===== src/rtl/stream_demux_pkg.sv =====
// Shared types for the stream demultiplexer: slot occupancy state and drop counter sizing.
package stream_demux_pkg;

    typedef enum logic {
        EMPTY = 1'b0,
        FULL  = 1'b1
    } slot_state_e;

    localparam int DROP_CNT_W = 16;
    localparam logic [DROP_CNT_W-1:0] DROP_CNT_MAX = '1;

endpackage


===== src/rtl/stream_demux_if.sv =====
// Bundle of the demux input stream, per-channel output streams and drop status.
// master drives the input beat and sink readies; slave is the demux itself.
interface stream_demux_if
    import stream_demux_pkg::*;
#(
    parameter int WIDTH = 8,
    parameter int N_OUT = 16
);
    localparam int SEL_W = $clog2(N_OUT);

    logic                   in_valid;
    logic                   in_ready;
    logic [WIDTH-1:0]       in_data;
    logic [SEL_W-1:0]       in_sel;
    logic                   in_bcast;
    logic [N_OUT-1:0]       out_valid;
    logic [N_OUT-1:0]       out_ready;
    logic [N_OUT*WIDTH-1:0] out_data;
    logic                   err_sel;
    logic [DROP_CNT_W-1:0]  drop_cnt;

    modport master (
        output in_valid, in_data, in_sel, in_bcast, out_ready,
        input  in_ready, out_valid, out_data, err_sel, drop_cnt
    );

    modport slave (
        input  in_valid, in_data, in_sel, in_bcast, out_ready,
        output in_ready, out_valid, out_data, err_sel, drop_cnt
    );

endinterface


===== src/rtl/stream_demux_slot.sv =====
// One-entry output register for a single demux channel; load to valid in 1 cycle.
// free_o is high when empty or draining this cycle, so load and drain may overlap.
module demux_slot
    import stream_demux_pkg::*;
#(
    parameter int WIDTH = 8
) (
    input  logic             clk,
    input  logic             rst_n,
    input  logic             load_i,
    input  logic [WIDTH-1:0] data_i,
    input  logic             ready_i,
    output logic             valid_o,
    output logic             free_o,
    output logic [WIDTH-1:0] data_o
);

    slot_state_e      state_q, state_d;
    logic [WIDTH-1:0] data_q, data_d;

    always_ff @(posedge clk) begin
        if (!rst_n) begin
            state_q <= EMPTY;
            data_q  <= '0;
        end else begin
            state_q <= state_d;
            data_q  <= data_d;
        end
    end

    // Loads only arrive when free, so a FULL slot either refills or drains, never both stalled.
    always_comb begin
        state_d = state_q;
        data_d  = data_q;
        case (state_q)
            EMPTY: begin
                if (load_i) begin
                    state_d = FULL;
                    data_d  = data_i;
                end
            end
            FULL: begin
                if (load_i) begin
                    data_d = data_i;
                end else if (ready_i) begin
                    state_d = EMPTY;
                end
            end
        endcase
    end

    assign valid_o = (state_q == FULL);
    assign free_o  = (state_q == EMPTY) || ready_i;
    assign data_o  = data_q;

endmodule


===== src/rtl/stream_demux.sv =====
// Unicast/broadcast stream demux into N_OUT one-entry channels; 1-cycle accept-to-valid latency.
// in_ready follows the target channel(s) being free; broadcast waits for all, bad selects are dropped.
module stream_demux
    import stream_demux_pkg::*;
#(
    parameter int WIDTH = 8,
    parameter int N_OUT = 16
) (
    input logic           clk,
    input logic           rst_n,
    stream_demux_if.slave bus
);

    localparam int SEL_W = $clog2(N_OUT);

    logic [N_OUT-1:0]       free;
    logic [N_OUT-1:0]       tgt_hot;
    logic [N_OUT-1:0]       load;
    logic [N_OUT-1:0]       out_valid;
    logic [N_OUT*WIDTH-1:0] out_data;
    logic                   sel_ok;
    logic                   in_ready;
    logic                   accept;
    logic                   drop;
    logic                   err_sel_q, err_sel_d;
    logic [DROP_CNT_W-1:0]  drop_cnt_q, drop_cnt_d;

    // One extra bit so N_OUT itself is representable when it is a power of two.
    assign sel_ok = ({1'b0, bus.in_sel} < (SEL_W+1)'(N_OUT));

    always_comb begin
        tgt_hot = '0;
        for (int k = 0; k < N_OUT; k++) begin
            tgt_hot[k] = bus.in_bcast || (bus.in_sel == SEL_W'(k));
        end
    end

    always_comb begin
        in_ready = 1'b0;
        if (!rst_n) begin
            in_ready = 1'b0;
        end else if (bus.in_bcast) begin
            in_ready = &free;
        end else if (!sel_ok) begin
            in_ready = 1'b1;
        end else begin
            in_ready = |(tgt_hot & free);
        end
    end

    assign accept = bus.in_valid && in_ready;
    assign load   = accept ? tgt_hot : '0;
    assign drop   = accept && !bus.in_bcast && !sel_ok;

    always_comb begin
        err_sel_d  = drop;
        drop_cnt_d = drop_cnt_q;
        if (drop && (drop_cnt_q != DROP_CNT_MAX)) begin
            drop_cnt_d = drop_cnt_q + DROP_CNT_W'(1);
        end
    end

    always_ff @(posedge clk) begin
        if (!rst_n) begin
            err_sel_q  <= 1'b0;
            drop_cnt_q <= '0;
        end else begin
            err_sel_q  <= err_sel_d;
            drop_cnt_q <= drop_cnt_d;
        end
    end

    for (genvar k = 0; k < N_OUT; k++) begin : g_slot
        demux_slot #(.WIDTH(WIDTH)) u_slot (
            .clk     (clk),
            .rst_n   (rst_n),
            .load_i  (load[k]),
            .data_i  (bus.in_data),
            .ready_i (bus.out_ready[k]),
            .valid_o (out_valid[k]),
            .free_o  (free[k]),
            .data_o  (out_data[k*WIDTH +: WIDTH])
        );
    end

    assign bus.in_ready  = in_ready;
    assign bus.out_valid = out_valid;
    assign bus.out_data  = out_data;
    assign bus.err_sel   = err_sel_q;
    assign bus.drop_cnt  = drop_cnt_q;

endmodule


===== src/flat_wrapper.sv =====
// flat-port wrapper written by rule: the top's interface ports become plain ports
module stream_demux_flat import stream_demux_pkg::*;
#(
    parameter int WIDTH = 8,
    parameter int N_OUT = 16
)
  (clk, rst_n, bus_in_valid, bus_in_data, bus_in_sel, bus_in_bcast, bus_out_ready, bus_in_ready, bus_out_valid, bus_out_data, bus_err_sel, bus_drop_cnt);
  stream_demux_if #(.WIDTH(WIDTH), .N_OUT(N_OUT)) bus_i ();
  input logic clk;
  input logic rst_n;
  input wire logic [$bits(bus_i.in_valid)-1:0] bus_in_valid;
  input wire logic [$bits(bus_i.in_data)-1:0] bus_in_data;
  input wire logic [$bits(bus_i.in_sel)-1:0] bus_in_sel;
  input wire logic [$bits(bus_i.in_bcast)-1:0] bus_in_bcast;
  input wire logic [$bits(bus_i.out_ready)-1:0] bus_out_ready;
  output wire logic [$bits(bus_i.in_ready)-1:0] bus_in_ready;
  output wire logic [$bits(bus_i.out_valid)-1:0] bus_out_valid;
  output wire logic [$bits(bus_i.out_data)-1:0] bus_out_data;
  output wire logic [$bits(bus_i.err_sel)-1:0] bus_err_sel;
  output wire logic [$bits(bus_i.drop_cnt)-1:0] bus_drop_cnt;
  assign bus_i.in_valid = bus_in_valid;
  assign bus_i.in_data = bus_in_data;
  assign bus_i.in_sel = bus_in_sel;
  assign bus_i.in_bcast = bus_in_bcast;
  assign bus_i.out_ready = bus_out_ready;
  assign bus_in_ready = bus_i.in_ready;
  assign bus_out_valid = bus_i.out_valid;
  assign bus_out_data = bus_i.out_data;
  assign bus_err_sel = bus_i.err_sel;
  assign bus_drop_cnt = bus_i.drop_cnt;
  stream_demux #(.WIDTH(WIDTH), .N_OUT(N_OUT)) u_core (.clk(clk), .rst_n(rst_n), .bus(bus_i));
endmodule

===== config.mk =====
export PLATFORM = sky130hd
export DESIGN_NAME = stream_demux_flat
export DESIGN_NICKNAME = d
export VERILOG_FILES = /design/src/rtl/stream_demux_pkg.sv /design/src/rtl/stream_demux_if.sv /design/src/rtl/stream_demux_slot.sv /design/src/rtl/stream_demux.sv /design/src/flat_wrapper.sv
export SDC_FILE = /design/constraint.sdc
export NUM_CORES = 1
export LEC_CHECK = 0
export CAP_MARGIN = 10
export CORE_AREA = 2 2 127 129
export DETAILED_ROUTE_END_ITERATION = 12
export DIE_AREA = 0 0 129 131
export PLACE_DENSITY = 0.69
export SYNTH_ARGS = -nofsm -noshare
export SYNTH_HDL_FRONTEND = slang
export SYNTH_HIERARCHICAL = 1
export SYNTH_SLANG_ARGS = --single-unit

===== constraint.sdc =====
create_clock -name clk -period 2.5 [get_ports clk]
set_input_delay 0.375 -clock clk [delete_from_list [all_inputs] [get_ports clk]]
set_output_delay 0.375 -clock clk [all_outputs]
set_load 0.02 [all_outputs]

Word-level counts from Yosys, hierarchy flattened:

Cells that the tools add are included.

* register bits: 144
* output and inout port bits: 162
* logic and storage cells: 183

* equal/unequal tests: 15
* multiplexer cells: 83
* bitwise logic cells: 17
* reductions and logical operators: 36

Operators with widths (number)
* $mux W8: 16
* $mux W1: 50
* $eq A4 B4 Y1 const B: 8
* $logic_or A1 B1 Y1: 32
* $pmux W1 S2: 16
* $and A16 B16 Y16: 1
* $eq A4 B3 Y1 const B: 4
* $mux W16: 1
* $not A1 Y1: 16
* $reduce_and A16 Y1: 1
* $reduce_or A16 Y1: 1
* $eq A4 B2 Y1 const B: 2
* $eq A4 B1 Y1 const B: 1
* $logic_not A4 Y1: 1
* $logic_and A1 B1 Y1: 1

Longest topological paths before layout:

* word-level depth: 10
* gate-level depth with buffers: 10
* depth with buffers taken out: 8

Hierarchy:

The synthesis kept the hierarchy.

Modules (own cells, without submodules)
* demux_slot: instances 16, cells each 29, area each 339.1 um2, sequential area each 180.2 um2
* stream_demux: instances 1, cells each 101, area each 643.1 um2, sequential area each 0.0 um2

Worst setup path after synthesis:

No wires, ideal clock.

* path type: register -> register
* from: register u_core.g_slot[0].u_slot.state_q
* to: register u_core.g_slot[3].u_slot.data_q[0]
* setup time: 0.116 ns
* data arrival time: 2.077 ns
* path slack: 0.307 ns
* cell stages (with the launch flop): 10
* buffers on the path: 2
* cells stage by stage: dfxtp_1 nand2b_1 a221o_1 a221o_1 nor4_4 buf_6 nor3_1 buf_6 mux2i_1 nor2b_1

* word-level cells in the longest chain between the ends: 8
* elaborated cells between the ends (all ways): 9
* classes of those cells: mux: 3; bitwise: 2; reduce/logical: 4

Ends and longest elaborated chain
* start: declaration: RTL line stream_demux_slot.sv:18 `slot_state_e state_q, state_d;`
* start signal: assignment: RTL line stream_demux_slot.sv:26 `state_q <= state_d;`
* $not A1 Y1 *
* $logic_or A1 B1 Y1 *: RTL line stream_demux_slot.sv:53 `assign free_o = (state_q == EMPTY) || ready_i;`
* named net u_core.free[0]: RTL line stream_demux.sv:16 `logic [N_OUT-1:0] free;`
* $and A16 B16 Y16: RTL line stream_demux.sv:47 `in_ready = |(tgt_hot & free);`
* $reduce_or A16 Y1: RTL line stream_demux.sv:47
* $mux W1 *: RTL line stream_demux.sv:42 `end else if (bus.in_bcast) begin`
* $mux W1 *: RTL line stream_demux.sv:40 `if (!rst_n) begin`
* $logic_and A1 B1 Y1 *: RTL line stream_demux.sv:51 `assign accept = bus.in_valid && in_ready;`
* $mux W16 *: RTL line stream_demux.sv:52 `assign load = accept ? tgt_hot : '0;`
* named net u_core.load[3]: RTL line stream_demux.sv:18 `logic [N_OUT-1:0] load;`
* end signal: assignment: RTL line stream_demux_slot.sv:27 `data_q <= data_d;`
* end: declaration: RTL line stream_demux_slot.sv:19 `logic [WIDTH-1:0] data_q, data_d;`

Mark *: on every way through the listed nets, which the timed path passes. The rest lies on a longest branch.
A chain may end at the register's enable or synchronous reset.

Final worst setup path:

* from: input port bus_in_sel[2]
* to: output port bus_in_ready

* word-level cells in the longest chain between the ends: 6
* elaborated cells between the ends (all ways): 36
* classes of those cells: eq/ne: 15; mux: 2; bitwise: 1; reduce/logical: 18

Ends and longest elaborated chain
* start: declaration: RTL line flat_wrapper.sv:13 `input wire logic [$bits(bus_i.in_sel)-1:0] bus_in_sel;`
* $eq A4 B1 Y1, or another cell as far along: RTL line stream_demux.sv:34 `tgt_hot[k] = bus.in_bcast || (bus.in_sel == SEL_W'(k));`
* $logic_or A1 B1 Y1: RTL line stream_demux.sv:34
* $and A16 B16 Y16 *: RTL line stream_demux.sv:47
* $reduce_or A16 Y1 *: RTL line stream_demux.sv:47
* $mux W1 *: RTL line stream_demux.sv:42
* $mux W1 *: RTL line stream_demux.sv:40
* end: declaration: RTL line flat_wrapper.sv:16 `output wire logic [$bits(bus_i.in_ready)-1:0] bus_in_ready;`

Mark *: on every way between the ends. The rest lies on a longest branch, timed or not.

==> results.toml <==
[sta]
fin_crit_sh = 1.014
fmax_mhz = 394.6
worst_pin_slew_ns = 0.8174
slew_violations = 0
hold_viol_final = 0
rsz0062_at_grt = "true"
post-route-min-period_ns = 2.534
slew_headroom = 0.4551
holdWs_ns = 0.4075
setup_viol = 3
finalWorstSetupSlack_ns = -0.03427
fin_skew_ns = 0.009441

[power_and_ir_drop]
power.density_mw_per_mm2 = 669.2
seqPwrFrac = 0.387
irDropWorstVdd_mv = 0.4682
power_uw = 6299
p_leak_uw = 0.003331
switching_share = 0.2418
p_clk_frac = 0.464
p_sw_uw = 1523
p_int_uw = 4776
combPwrFrac = 0.149

[worst_setup_path]
cp.required_ns = 2.12
critPathMaxFanout = 5
critPathKind = "in2out"
arrival_ns = 2.16
start_kind = "input pin"
critical_path.endpoint_type = "output port"

[run_status]
status = "finished, violations left"
violations = "negative setup slack"

[detailed_routing]
vias_per_cell = 4.653
num_vias = 4807
drc_errors = 0
finalWirelength_um = 17800
drt-initial-drc-count = 144
wl_per_cell_um = 17.23
firstDrtPassIters = 4
ant_nets = 0

[cts]
cts_htree_levels = 4
cts_tree = "done"
cts_root_buf = "clkbuf_16"
clkLatencyLatePin_ns = 0.42
cts_buffers = 17
cts_sinks = 144
clk_pin_slew_ns = 0.06
cts_hold_buf = 0
cts_buffer_depth = 2

[worst_hold_path]
hp-class = "in2reg"

[logic_synthesis]
ys_types = 31
avgSynthCellArea_um2 = 10.74
synth_xor_area_frac = 0
yosys_warnings = 6
yosysSeqAreaShare = 0.4751
synth_area_mm2 = 0.006068
synthesis.instances = 565
ys_ff_latch = 144
synth_fa_ha_area_frac = 0
synth.mux.area_fraction = 0.2111
synth_compound_area_frac = 0.04722
synth_top_family_by_area = "multiplexers"
yosys.area_share.simple = 0.1953

[place]
dp_hpwl_um = 11900
globalplace.congestion = 0.8125
io_buffers = 176
place_inst = 986
place_ws_ns = -0.9348

[global_routing]
antenna_found_initial = 2
gr-total-overflow = 0
grt_max_degree = 107
first_global_vias = 4707
grt_usage = 0.2100
grt_pass1_wl_um = 26570

[die]
die_x_um = 129
fp.dieArea_mm2 = 0.01690
start_util = 0.3891
die_h_um = 131
io_pins = 194
core-area_mm2 = 0.01560
rows = 46

[finish]
area_growth_pct = 55.11
final_cell_mix = "clkdlybuf4s50_1 (167), dfxtp_1 (142), nor2b_1 (130)"
final_core_util = 0.6035
fin_cells = 1033
final_common_cell = "clkdlybuf4s50_1"
drive_above_1_share = 0.1656
final_nets = 834

[run]
drv_cap = 0
routing by layer:
metal,vias to the layer above,part of all wire,global-route usage
met5,-,0,0
met4,0,0.018,0.07353
met3,28,0.067,0.06678
met2,164,0.48,0.3470
met1,2257,0.44,0.2597
li1,2358,-,-
cell families (layout without fill, tap and decap cells):
| logic type | count (synthesis) | in the layout |
|---|---|---|
| other | 1 | 19 |
| buffers and inverters | 62 | 296 |
| flip-flops | 144 | 144 |
| AND/OR/NAND/NOR | 189 | 189 |
| multiplexers | 128 | 128 |
| AO/OA/AOI/OAI | 41 | 41 |
timing repair:
| item | 4_1_cts | 5_1_grt |
|---|---|---|
| gates cloned | 0 | 0 |
| endpoints found under the setup margin | 125 | 95 |
| setup buffers | 10 | 3 |
| pin swaps | 10 | 4 |
| gates resized for setup | 41 | 15 |
through the flow:
stage | instance area (um2) | setup TNS [ns]
2_1_floorplan | 6128 | 0
3_3_place_gp | 8314 | -94.84
3_5_place_dp | 8314 | -102.63
4_1_cts | 9285 | -0.03731
5_1_grt | 9410 | -0.7669
6_report | 9413 | -0.04377
state kept, by name, indices dropped and copies added, names as in the netlist:
name,cells
u_core/g_slot.u_slot/data_o,128
u_core/g_slot.u_slot/valid_o,16
final cells by class:
cell class | count | area, um2
diodes | 2 | 5.005
clock buffers | 19 | 452.9
clock inverters | 13 | 231.5
fillers | 1282 | 6185
inverters | 21 | 78.83
multi-input cells | 375 | 3067
flip-flops and latches | 144 | 2885
well taps | 216 | 270.3
repair buffers | 243 | 2422
worst paths after layout:
| path | start | to | slack, ns | depth (start not counted) |
|---|---|---|---|---|
| worst max register to register | u_core/g_slot[4].u_slot/valid_o$_SDFF_PN0_ | u_core/g_slot[12].u_slot/data_o[0]$_SDFFE_PN0P_ | 0.23 | 11 |
| worst min register to register | u_core/g_slot[5].u_slot/data_o[7]$_SDFFE_PN0P_ | u_core/g_slot[5].u_slot/data_o[7]$_SDFFE_PN0P_ | 0.51 | 2 |
| worst max-delay path | bus_in_sel[2] | bus_in_ready | -0.03 | 9 |
| worst min-delay path | bus_out_ready[0] | u_core/g_slot[0].u_slot/valid_o$_SDFF_PN0_ | 0.41 | 3 |
power groups by stage:
stage / Combinational [uW] / Clock, uW / Sequential, uW
after floorplan: 360 / 0 / 2590
after global routing: 996 / 3070 / 2450
final: 936 / 2930 / 2440
after CTS: 916 / 2980 / 2440
after detailed placement: 867 / 0 / 2490
after global placement: 853 / 0 / 2480
worst max-delay path, cell delays in order:
cell	delay, ns
dlygate4sd2_1	0.28
buf_4	0.16
nor4b_2	0.16
o21ai_0	0.29
o2111ai_2	0.21
nor4_4	0.34
buf_4	0.17
nor2_4	0.03
buf_6	0.13
cells in the mapped netlist, drive strengths merged:
cell       n  share of area
dfxtp    144           0.48
nor2b    130           0.13
mux2i    128           0.21
buf       38          0.056
inv       21          0.013
a21boi    16          0.020
nand2b    16          0.016
o21ai     13          0.011
nor3      12         0.0099
nor2       8         0.0049
nand4      4         0.0041
nor4b      4         0.0058
nor4bb     4         0.0066
clkbuf     3         0.0019
nand2      3         0.0019
nor4       3         0.0056
o2111ai    3         0.0043
a221o      2         0.0033
a31oi      2         0.0021
a41o       2         0.0033
nor3b      2         0.0025
a21oi      1        0.00082
a31o       1         0.0014
and2       1         0.0010
and4b      1         0.0016
conb       1        0.00062
nand3      1        0.00082
o41ai      1         0.0014
No activity file was read; power rests on OpenSTA's default activity.
